<file path="config.mk">
export PLATFORM = sky130hd
export DESIGN_NAME = wr_ptr_full_ctrl
export DESIGN_NICKNAME = d
export VERILOG_FILES = /design/src/rtl/wr_ptr_full_ctrl_pkg.sv /design/src/rtl/wr_ptr_full_ctrl_sync.sv /design/src/rtl/wr_ptr_full_ctrl.sv
export SDC_FILE = /design/constraint.sdc
export NUM_CORES = 1
export LEC_CHECK = 0
export BUFFER_PORTS_ARGS = -buffer_cell sky130_fd_sc_hd__buf_2
export CORE_MARGIN = 10
export CORE_UTILIZATION = 52
export DETAILED_ROUTE_END_ITERATION = 6
export GPL_TIMING_DRIVEN = 0
export HOLD_SLACK_MARGIN = 0.03
export PLACE_DENSITY = 0.87
export SETUP_SLACK_MARGIN = 0.1
export SYNTH_ARGS = -nofsm -noshare
export SYNTH_HDL_FRONTEND = slang
export SYNTH_SLANG_ARGS = --single-unit
</file>
<file path="constraint.sdc">
create_clock -name uart_clk -period 3.3 [get_ports uart_clk]
set_input_delay 0.66 -clock uart_clk [delete_from_list [all_inputs] [get_ports uart_clk]]
set_output_delay 0.66 -clock uart_clk [all_outputs]
set_load 0.02 [all_outputs]
</file>
<file path="src/rtl/wr_ptr_full_ctrl_pkg.sv">
// Shared pointer types and Gray-code helpers for the UART async FIFO pointer controllers.
package wr_ptr_full_ctrl_pkg;

  localparam int DEF_ADDR_WIDTH = 4;
  localparam int CODE_W         = 32;

  // Pointer type at the default geometry; modules declare their own sized copy from ADDR_WIDTH.
  typedef logic [DEF_ADDR_WIDTH:0] ptr_t;

  function automatic int depth_of(input int addr_width);
    return 1 << addr_width;
  endfunction

  // Operate on zero-extended words so any pointer width up to CODE_W-1 can share one helper.
  function automatic logic [CODE_W-1:0] bin2gray(input logic [CODE_W-1:0] b);
    return b ^ (b >> 1);
  endfunction

  function automatic logic [CODE_W-1:0] gray2bin(input logic [CODE_W-1:0] g);
    logic [CODE_W-1:0] b;
    b[CODE_W-1] = g[CODE_W-1];
    for (int i = CODE_W - 2; i >= 0; i--) begin
      b[i] = b[i+1] ^ g[i];
    end
    return b;
  endfunction

endpackage

</file>
<file path="src/rtl/wr_ptr_full_ctrl_sync.sv">
// Multi-flop synchroniser for a Gray-coded pointer crossing into the local clock domain.
module gray_ptr_sync
  import wr_ptr_full_ctrl_pkg::*;
#(
  parameter int WIDTH  = 5,
  parameter int STAGES = 2
) (
  input  logic             clk,
  input  logic             rst_n,
  input  logic [WIDTH-1:0] d,
  output logic [WIDTH-1:0] q
);

  logic [WIDTH-1:0] chain [STAGES];

  always_ff @(posedge clk or negedge rst_n) begin
    if (!rst_n) begin
      for (int i = 0; i < STAGES; i++) begin
        chain[i] <= '0;
      end
    end else begin
      chain[0] <= d;
      for (int i = 1; i < STAGES; i++) begin
        chain[i] <= chain[i-1];
      end
    end
  end

  assign q = chain[STAGES-1];

endmodule

</file>
<file path="src/rtl/wr_ptr_full_ctrl.sv">
// Write-side pointer and full/almost-full/level/overflow controller for the processor->UART async FIFO.
module wr_ptr_full_ctrl
  import wr_ptr_full_ctrl_pkg::*;
#(
  parameter int ADDR_WIDTH   = 4,
  parameter int SYNC_STAGES  = 2,
  parameter int AFULL_THRESH = 2
) (
  input  logic                  uart_clk,
  input  logic                  reset,
  input  logic                  wr_en,
  input  logic                  ovf_clr,
  input  logic [ADDR_WIDTH:0]   r_ptr_gray,
  output logic                  wr_accept,
  output logic [ADDR_WIDTH-1:0] w_addr,
  output logic [ADDR_WIDTH:0]   w_ptr_gray,
  output logic                  full,
  output logic                  almost_full,
  output logic [ADDR_WIDTH:0]   level,
  output logic                  overflow
);

  localparam int PW    = ADDR_WIDTH + 1;
  localparam int DEPTH = depth_of(ADDR_WIDTH);

  typedef logic [PW-1:0] wptr_t;

  localparam wptr_t FULL_LEVEL  = wptr_t'(DEPTH);
  localparam wptr_t AFULL_LEVEL = wptr_t'(DEPTH - AFULL_THRESH);

  if (ADDR_WIDTH < 1 || ADDR_WIDTH > 30) begin : g_bad_addr_width
    $error("wr_ptr_full_ctrl: ADDR_WIDTH must be in 1..30");
  end
  if (SYNC_STAGES < 2 || SYNC_STAGES > 4) begin : g_bad_sync_stages
    $error("wr_ptr_full_ctrl: SYNC_STAGES must be in 2..4");
  end
  if (AFULL_THRESH < 1 || AFULL_THRESH >= DEPTH) begin : g_bad_afull_thresh
    $error("wr_ptr_full_ctrl: AFULL_THRESH must satisfy 1 <= AFULL_THRESH < DEPTH");
  end

  wptr_t              w_ptr_bin;
  wptr_t              w_ptr_next;
  wptr_t              r_sync_gray;
  wptr_t              rptr_sync;
  wptr_t              level_next;
  logic [CODE_W-1:0]  rptr_wide;
  logic [CODE_W-1:0]  gray_next_wide;
  logic               unused_code_bits;

  gray_ptr_sync #(
    .WIDTH  (PW),
    .STAGES (SYNC_STAGES)
  ) u_rptr_sync (
    .clk   (uart_clk),
    .rst_n (reset),
    .d     (r_ptr_gray),
    .q     (r_sync_gray)
  );

  // Handshake: a write is taken on the rising edge where wr_en=1 and wr_accept=1; wr_en while full
  // is dropped (not stalled) and only recorded in the sticky overflow flag.
  assign wr_accept = wr_en & ~full & reset;

  assign rptr_wide        = gray2bin(CODE_W'(r_sync_gray));
  assign rptr_sync        = rptr_wide[PW-1:0];
  assign w_ptr_next       = wr_accept ? w_ptr_bin + wptr_t'(1) : w_ptr_bin;
  assign gray_next_wide   = bin2gray(CODE_W'(w_ptr_next));
  // Extra wrap bit makes the modular difference range 0..DEPTH rather than aliasing full to empty.
  assign level_next       = w_ptr_next - rptr_sync;
  assign unused_code_bits = ^{rptr_wide[CODE_W-1:PW], gray_next_wide[CODE_W-1:PW]};

  always_ff @(posedge uart_clk or negedge reset) begin
    if (!reset) begin
      w_ptr_bin   <= '0;
      w_ptr_gray  <= '0;
      full        <= 1'b0;
      almost_full <= 1'b0;
      level       <= '0;
      overflow    <= 1'b0;
    end else begin
      w_ptr_bin   <= w_ptr_next;
      w_ptr_gray  <= gray_next_wide[PW-1:0];
      full        <= (level_next == FULL_LEVEL);
      almost_full <= (level_next >= AFULL_LEVEL);
      level       <= level_next;
      // A fresh overflow beats a simultaneous clear so no event is lost.
      if (wr_en && full) begin
        overflow <= 1'b1;
      end else if (ovf_clr) begin
        overflow <= 1'b0;
      end
    end
  end

  assign w_addr = w_ptr_bin[ADDR_WIDTH-1:0];

endmodule

</file>
# After elaboration in Yosys (flattened, before gate mapping)
# Cells that the tools add are included.
# W data, S select, Z words.
# word_totals
regBits,28
input_bits,9
output_inout_bits,18
elab_cells,25
# classes
addsub,2
order_cmp,1
eq_ne,1
mux,3
bitwise,8
reduce_logical,2
# ops
operator,count
$add A5 B1 Y5 const B,1
$eq A5 B5 Y1 const B,1
$ge A5 B4 Y1 const B,1
$mux W5,1
$sub A5 B5 Y5,1
$xor A5 B4 Y5,1
$xor A1 B1 Y1,4
$and A1 B1 Y1,2
$mux W1,2
$reduce_bool A2 Y1,1
$logic_and A1 B1 Y1,1
$not A1 Y1,1

# Depth between registers and ports, before layout
# Gate-level depths: netlist (run 1).
# logic_depth
word_depth,6
mapped_depth,10
depth_no_buf,10

# Cells and area by module
# A second synthesis (run 1) with hierarchy kept.
# hier_totals
cells_unflattened,95
area_unflattened_um2,1218.7
# by_module_without_submodules
mod,n_inst,cells_each,area_per_inst_um2,seq_area_each_um2
wr_ptr_full_ctrl,1,80,930.9,425.4
gray_ptr_sync,1,15,287.8,250.2

# Worst setup path after synthesis (run 1)
# No wires, ideal clock.
# synth_timing
path_type,input port to flip-flop
from,input port reset
to,register full
setup_time_ns,0.087
arrival_time_ns,2.553
t_required_ns,3.213
setup_slack_ns,0.660
path_stages,9
n_path_buf,0
path_cell_list,nand3b_4 -> inv_1 -> nand2_1 -> and2_1 -> fa_1 -> nand2b_1 -> a21oi_1 -> xnor3_2 -> a211oi_2
# synth_via
elab_chain_len,4
# synth_rtl
item,line_no,source
start: declaration,wr_ptr_full_ctrl.sv:10,"input logic reset,"
$and A1 B1 Y1,wr_ptr_full_ctrl.sv:62,assign wr_accept = wr_en & ~full & reset;
via wr_accept,wr_ptr_full_ctrl.sv:14,"output logic wr_accept,"
$mux W5,wr_ptr_full_ctrl.sv:66,assign w_ptr_next = wr_accept ? w_ptr_bin + wptr_t'(1) : w_ptr_bin;
$sub A5 B5 Y5,wr_ptr_full_ctrl.sv:69,assign level_next = w_ptr_next - rptr_sync;
$eq A5 B5 Y1,wr_ptr_full_ctrl.sv:83,full <= (level_next == FULL_LEVEL);
end signal: assignment,wr_ptr_full_ctrl.sv:83,
end: declaration,wr_ptr_full_ctrl.sv:17,"output logic full,"
# The timed path passes the listed nets, and every way through them passes these cells.
# A chain may end at the register's enable or synchronous reset.

# Worst setup path in the final report (run 1)
# layout_timing
from,register u_rptr_sync.chain (netlist bit u_rptr_sync.q[3])
to,register full
# layout_via
elab_chain_len,6
# layout_rtl
item,line_no,source
start: declaration,wr_ptr_full_ctrl_sync.sv:14,logic [WIDTH-1:0] chain [STAGES];
start signal: indexed assignment,wr_ptr_full_ctrl_sync.sv:24,chain[i] <= chain[i-1];
$xor A1 B1 Y1 *,wr_ptr_full_ctrl_pkg.sv:23,b[i] = b[i+1] ^ g[i];
$xor A1 B1 Y1 (3 in series),wr_ptr_full_ctrl_pkg.sv:23,
$sub A5 B5 Y5 *,wr_ptr_full_ctrl.sv:69,
$eq A5 B5 Y1 *,wr_ptr_full_ctrl.sv:83,
# Every way passes the cells marked *; elsewhere a longest branch is shown, timed or not.

==> reports/metrics.yaml, run 1 <==
grt_first_pass_wirelength_um: 3401
hold_viol: 0
clk_pin_slew_ps: 130
num-nets-final: 136
drc: 0
hp-class: "input port to async pin"
max_clock_freq_ghz: 0.3456
num_io_pins: 27
path_max_fanout: 3
p_int_w: 0.0008303
multi_input_comb_area_um2: 460.4
comb_power_share_pct: 55.7
synth-async-reset-ratio_pct: 100.0
core_area_um2: 2191
layoutNonFillerInstCount: 148
rr_worst_depth: 10
detailroute.via_count: 720
ant_nets: 0
tritoncts: "done"
min_period_ps: 2894
cts_inserted_buffers: 3
drt_pass1_iterations: 3
power_switching_w: 0.0006172
fin_crit_sh_pct: 87.69
r2r-end: "full$_DFF_PN0_"
viasPerCell: 4.865
syn-num-nets: 105
synth_ff_type: "dfrtp_1"
diodes: 0
critical_path.cell_chain: "xnor2_2 -> xor2_2 -> xor2_2 -> xnor2_1 -> ha_1 -> fa_1 -> nand2b_1 -> a21oi_1 -> xnor3_2 -> a211oi_2"
switching_share_pct: 42.64
drive_above_1_share_pct: 31.67
p_leak_nw: 0.6760
row_count: 17
portBuffers: 26
overflow: 0
dp_cells: 144
postRouteWirelength_um: 2001
slowest_stage: "xnor3_2"
setup_viol: 0
power_density_nw_per_um2: 1053
ff_latch_area_um2: 675.6
clock_latency_ps: 310
dieArea_um2: 4578
dp_hpwl_um: 1641
grt_setup_unrepaired: "false"
ctsHoldBuffers: 0
syn_inst: 90
drt_iter0_drc: 3
clock-sinks: 27
skew_ps: 0.7368
cp.required_ps: 3530
grtUsageTotal_pct: 9.627
path_class: "flop to flop"
cp_top_family: "XOR/XNOR gates"
synth_cell_types: 26
synth_area_per_cell_um2: 13.12
nFillCells: 185
cp.buffers_inverters: 0
reg2reg_slack_ps: 410
status: "finished clean"
finish.utilization_pct: 62.76
grt_max_degree: 29
cts_max_path_buffers: 2
p_seq_share_pct: 34.9
die_w_um: 67.66
synth_edf_count: 0
antenna_found_initial: 0
crit_top_cell: "xor2_2"
peakVddDrop_uv: 492.1
ys_warn_count: 0
relSlewSlack_pct: 74.55
clkPwrFrac_pct: 9.4
start_util_pct: 53.91
arrival_ps: 3130
first_global_vias: 824
die_y_um: 67.66
routedWlPerCell_um: 13.52
clockRootBuffer: "clkbuf_4"
area_growth_syn_to_layout_pct: 16.42
cp_slowest_stage_delay_ps: 470
final_max_slew_viol_count: 0
timing.rr.start: "u_rptr_sync.q[3]$_DFF_PN0_"
cap_violations: 0
tightest_slew_ps: 381.7
ys_seq_area_share_pct: 57.20
place.gp.congestion: 0.7402
netlist_area_um2: 1181
cp-end-kind: "flop"
ys_seq_elements: 27
cp-start-kind: "flop"
htree_levels: 1
synthesized netlist by cell type, types with 2 or more instances:
| library cell | n | share of area (%) |
|---|---|---|
| dfrtp_1 | 27 | 57 |
| xnor2_1 | 10 | 7.4 |
| inv_1 | 9 | 2.9 |
| ha_1 | 5 | 5.3 |
| nand2_1 | 5 | 1.6 |
| nor2_1 | 5 | 1.6 |
| xor2_1 | 4 | 3.0 |
| o21a_1 | 3 | 1.9 |
| o21ai_0 | 3 | 1.3 |
| nand3_1 | 2 | 0.85 |
| xor2_2 | 2 | 2.8 |
cells in the final DEF (no fill, tap or decap), drive strengths merged:
| cell | instances |
|---|---|
| dfrtp | 27 |
| buf | 26 |
| xnor2 | 11 |
| inv | 9 |
| nor2 | 6 |
| xor2 | 6 |
| nand2 | 5 |
| ha | 5 |
| clkbuf | 5 |
| o21a | 3 |
| o21ai | 3 |
| nand3 | 3 |
| nand3b | 1 |
| nor2b | 1 |
| nor3 | 1 |
| nand2b | 1 |
| a21oi | 1 |
| xnor3 | 1 |
| and2 | 1 |
| or3 | 1 |
| a211oi | 1 |
| o41ai | 1 |
| fa | 1 |
sequential cells by signal (all words and copies together) (netlist names):
name               count
almost_full            1
full                   1
overflow               1
u_rptr_sync.q          5
w_ptr_bin              5
level                  5
u_rptr_sync.chain      5
w_ptr_gray             4
metrics by stage:
stage	TNS, ps	hold WS (ps)	cell area, µm²	power, W	setup WS [ps]
2_1_floorplan	0	331.2	1181	0.001105	660.3
3_3_place_gp	-52.64	332.7	1346	0.001285	-52.64
3_5_place_dp	-225.1	339.5	1346	0.001334	-161.0
4_1_cts	0	360.6	1373	0.001474	167.1
5_1_grt	0	276.3	1375	0.001561	234.6
6_report	0	272.8	1375	0.001448	406.3
cells by family (layout without fill, tap and decap cells):
family,after synthesis,after routing,share of synthesized area (%)
AO/OA/AOI/OAI,9,9,5.402
AND/OR/NAND/NOR,20,20,10.06
adder cells (fa/ha/maj),6,6,6.992
buffers and inverters,10,40,3.813
XOR/XNOR,18,18,16.52
flip-flops,27,27,57.20
repair_timing:
item | 4_1_cts | 5_1_grt
setup buffers | 0 | 0
gates resized for setup | 0 | 1
endpoints found under the setup margin | 0 | 1
power by group through the flow:
stage	combinational, W	sequential, W	clock (W)
after global routing	0.000885	0.000522	0.000154
after global placement	0.000780	0.000506	0
after detailed placement	0.000819	0.000515	0
after floorplan	0.000464	0.000642	0
after CTS	0.000825	0.000507	0.000141
final	0.000807	0.000505	0.000136
worst max-delay path by stage:
stage,start,end,slack [ps],cells past startpoint
after CTS,reset,full$_DFF_PN0_,170,10
after detailed placement,reset,full$_DFF_PN0_,-160,10
after floorplan,reset,full$_DFF_PN0_,660,9
after global routing,u_rptr_sync.q[3]$_DFF_PN0_,full$_DFF_PN0_,230,10
after global placement,reset,full$_DFF_PN0_,-50,10
final,u_rptr_sync.q[3]$_DFF_PN0_,full$_DFF_PN0_,410,10
final cells by class:
class / instances / share of cell area, %
plain buffers: 1 / 0.8189
clock buffers: 4 / 1.911
inverters: 9 / 2.457
well taps: 28 / 2.548
repair buffers: 26 / 9.645
flip-flops and latches: 27 / 49.14
multi-input cells: 53 / 33.48
metal layers:
metal,vias to the layer above,global-route usage [%],share of wire (%)
met3,4,3.636,10
li1,344,-,-
met1,347,8.276,35
met2,25,18.90,54
met4,0,4.359,1.0
met5,-,0,0
(Power assumes the default switching activity.)
==> inputs of run 2 (changes only) <==
--- a/config.mk
+++ b/config.mk
@@ -12,6 +12,7 @@
 export GPL_TIMING_DRIVEN = 0
 export HOLD_SLACK_MARGIN = 0.03
 export PLACE_DENSITY = 0.87
+export REMOVE_ABC_BUFFERS = 1
 export SETUP_SLACK_MARGIN = 0.1
 export SYNTH_ARGS = -nofsm -noshare
 export SYNTH_HDL_FRONTEND = slang
==> run 2 against run 1 <==
  * Sequential power is 1% higher
  * Wire length shrank 3.6%
  * Non-clock buffer count decreased by 1
  * Largest cell class unchanged
  * Largest power group unchanged
  * Highest routed layer unchanged
==> reports/metrics.yaml, run 2 (synthesis gave the netlist of run 1 again) <==
status: "finished clean"
place.gp.congestion: 0.7620  # +2.9%
routedWlPerCell_um: 13.12  # -3.0%
tritoncts: "done"
multi_input_comb_area_um2: 460.4  # unchanged
cts.repair.resized: 0  # unchanged
portBuffers: 26  # unchanged
cp-end-kind: "flop"
clk_pin_slew_ps: 140  # about the same
clock-sinks: 27  # unchanged
wl_met1_um: 766  # +9.9%
htree_levels: 1  # unchanged
cp_slowest_stage_delay_ps: 470  # about the same
layout_common_cells: "dfrtp_1 (27), buf_2 (25), xnor2_1 (10)"
layoutNonFillerInstCount: 147  # -0.68%
p_leak_nw: 0.6727  # -0.49%
total_power_w: 0.001420  # -1.9%
nFillCells: 196  # +5.9%
drt_iter0_drc: 29  # +26
diodes: 0  # unchanged
wl_met2_um: 993  # -8.1%
arrival_ps: 3110  # -20 ps
area_growth_syn_to_layout_pct: 15.57
num-nets-final: 135  # -0.74%
final_max_slew_viol_count: 0  # unchanged
ff_latch_area_um2: 675.6  # unchanged
hold_viol: 0  # unchanged
detailroute.via_count: 708  # -1.7%
r2r-end: "full$_DFF_PN0_"
tightest_slew_ps: 383.0  # +1.256 ps
dp_hpwl_um: 1581  # -3.6%
crit_top_cell: "xor2_2"
antenna_found_initial: 0  # unchanged
post_cts_buffers: 0  # unchanged
rr_worst_depth: 10  # unchanged
timing.rr.start: "u_rptr_sync.q[3]$_DFF_PN0_"
cts_inserted_buffers: 3  # unchanged
grt_first_pass_wirelength_um: 3118  # -8.3%
cts_max_path_buffers: 2  # unchanged
grt_max_degree: 29  # unchanged
start_util_pct: 53.91  # unchanged
setup_viol: 0  # unchanged
fin_crit_sh_pct: 87.01  # -0.68 points
max_clock_freq_ghz: 0.3483  # +0.78%
drive_above_1_share_pct: 31.93  # +0.27 points
relSlewSlack_pct: 74.47  # -0.084 points
top_layer: "met4"
row_count: 17  # unchanged
ant_nets: 0  # unchanged
hp-class: "input port to async pin"
finalSetupTns_ps: 0  # unchanged
cp-start-kind: "flop"
slowest_stage: "xnor3_2"
min_period_ps: 2871  # -22.38 ps
ctsHoldBuffers: 0  # unchanged
grt_setup_unrepaired: "false"
cp.required_ps: 3540  # about the same
core_area_um2: 2191  # unchanged
peakVddDrop_uv: 482.7  # -1.9%
viasPerCell: 4.816  # -1.0%
first_global_vias: 700  # -15%
overflow: 0  # unchanged
drc: 0  # unchanged
power_density_nw_per_um2: 1040  # -1.2%
finish.utilization_pct: 62.31  # -0.46 points
whs_ps: 269.4  # -3.398 ps
drt_pass1_iterations: 4  # +1
final_common_cell: "dfrtp_1"
path_max_fanout: 3  # unchanged
wl_met3_um: 160  # -21%
dp_cells: 143  # -0.69%
cap_violations: 0  # unchanged
clockRootBuffer: "clkbuf_4"
path_class: "flop to flop"
num_io_pins: 27  # unchanged
die_w_um: 67.66  # unchanged
postRouteWirelength_um: 1928  # -3.6%
clock_latency_ps: 310  # about the same
die_y_um: 67.66  # unchanged
grtUsageTotal_pct: 8.823  # -0.80 points
skew_ps: 10.17  # +9.429 ps
dieArea_um2: 4578  # unchanged
critical_path.cell_chain: "xnor2_2 -> xor2_2 -> xor2_2 -> xnor2_1 -> ha_1 -> fa_1 -> nand2b_1 -> a21oi_1 -> xnor3_2 -> a211oi_2"
reg2reg_slack_ps: 430  # +20 ps
[run 2: changes by cell type in the layout (fill, tap and decap cells not counted)]
cell	change
clkinv_2	+1
buf_6	-1
clkbuf_1	-1
[run 2: layer usage]
layer  vias to the layer above  track usage, %
met5                         -               0
met4                         0           3.077
met3                         2           2.810
met2                        25           16.43
met1                       334           8.992
li1                        347               -
[run 2: critical path: cells and delay by family (launching register included)]
kind            cells  cell delay [ps]
xor+xnor            5             1260
fa+ha+maj           2              610
flops               1              420
compound gates      2              350
simple gates        1              160
[run 2: worst max-delay path by stage]
| stage | from | endpoint | slack (ps) | cells past startpoint |
|---|---|---|---|---|
| 4_1_cts | reset | full$_DFF_PN0_ | 200 | 10 |
| 3_5_place_dp | reset | full$_DFF_PN0_ | -140 | 10 |
| 6_report | u_rptr_sync.q[3]$_DFF_PN0_ | full$_DFF_PN0_ | 430 | 10 |
| 2_1_floorplan | reset | full$_DFF_PN0_ | 660 | 9 |
| 5_1_grt | reset | full$_DFF_PN0_ | 240 | 10 |
| 3_3_place_gp | reset | full$_DFF_PN0_ | -50 | 10 |
[run 2: cell type report]
class | instances | share of cell area, %
timing repair buffer | 26 | 9.716
tap | 28 | 2.566
inverter | 9 | 2.475
sequential | 27 | 49.50
multi-input combinational | 53 | 33.73
clock inverter | 1 | 0.3666
clock buffer | 3 | 1.650
[run 2: power by group]
group | switching, W | total (W) | leakage [nW] | internal [W]
Combinational | 0.000448 | 0.000773 | 0.334 | 0.000325
Sequential | 0.0000665 | 0.000512 | 0.321 | 0.000446
Clock | 0.0000894 | 0.000135 | 0.0177 | 0.0000452
[run 2: through the flow]
stage	instance area [µm²]	setup slack (ps)
after floorplan	1170	660.3
after global placement	1335	-53.84
after detailed placement	1335	-139.4
after CTS	1363	202.0
after global routing	1365	243.7
final	1365	428.7
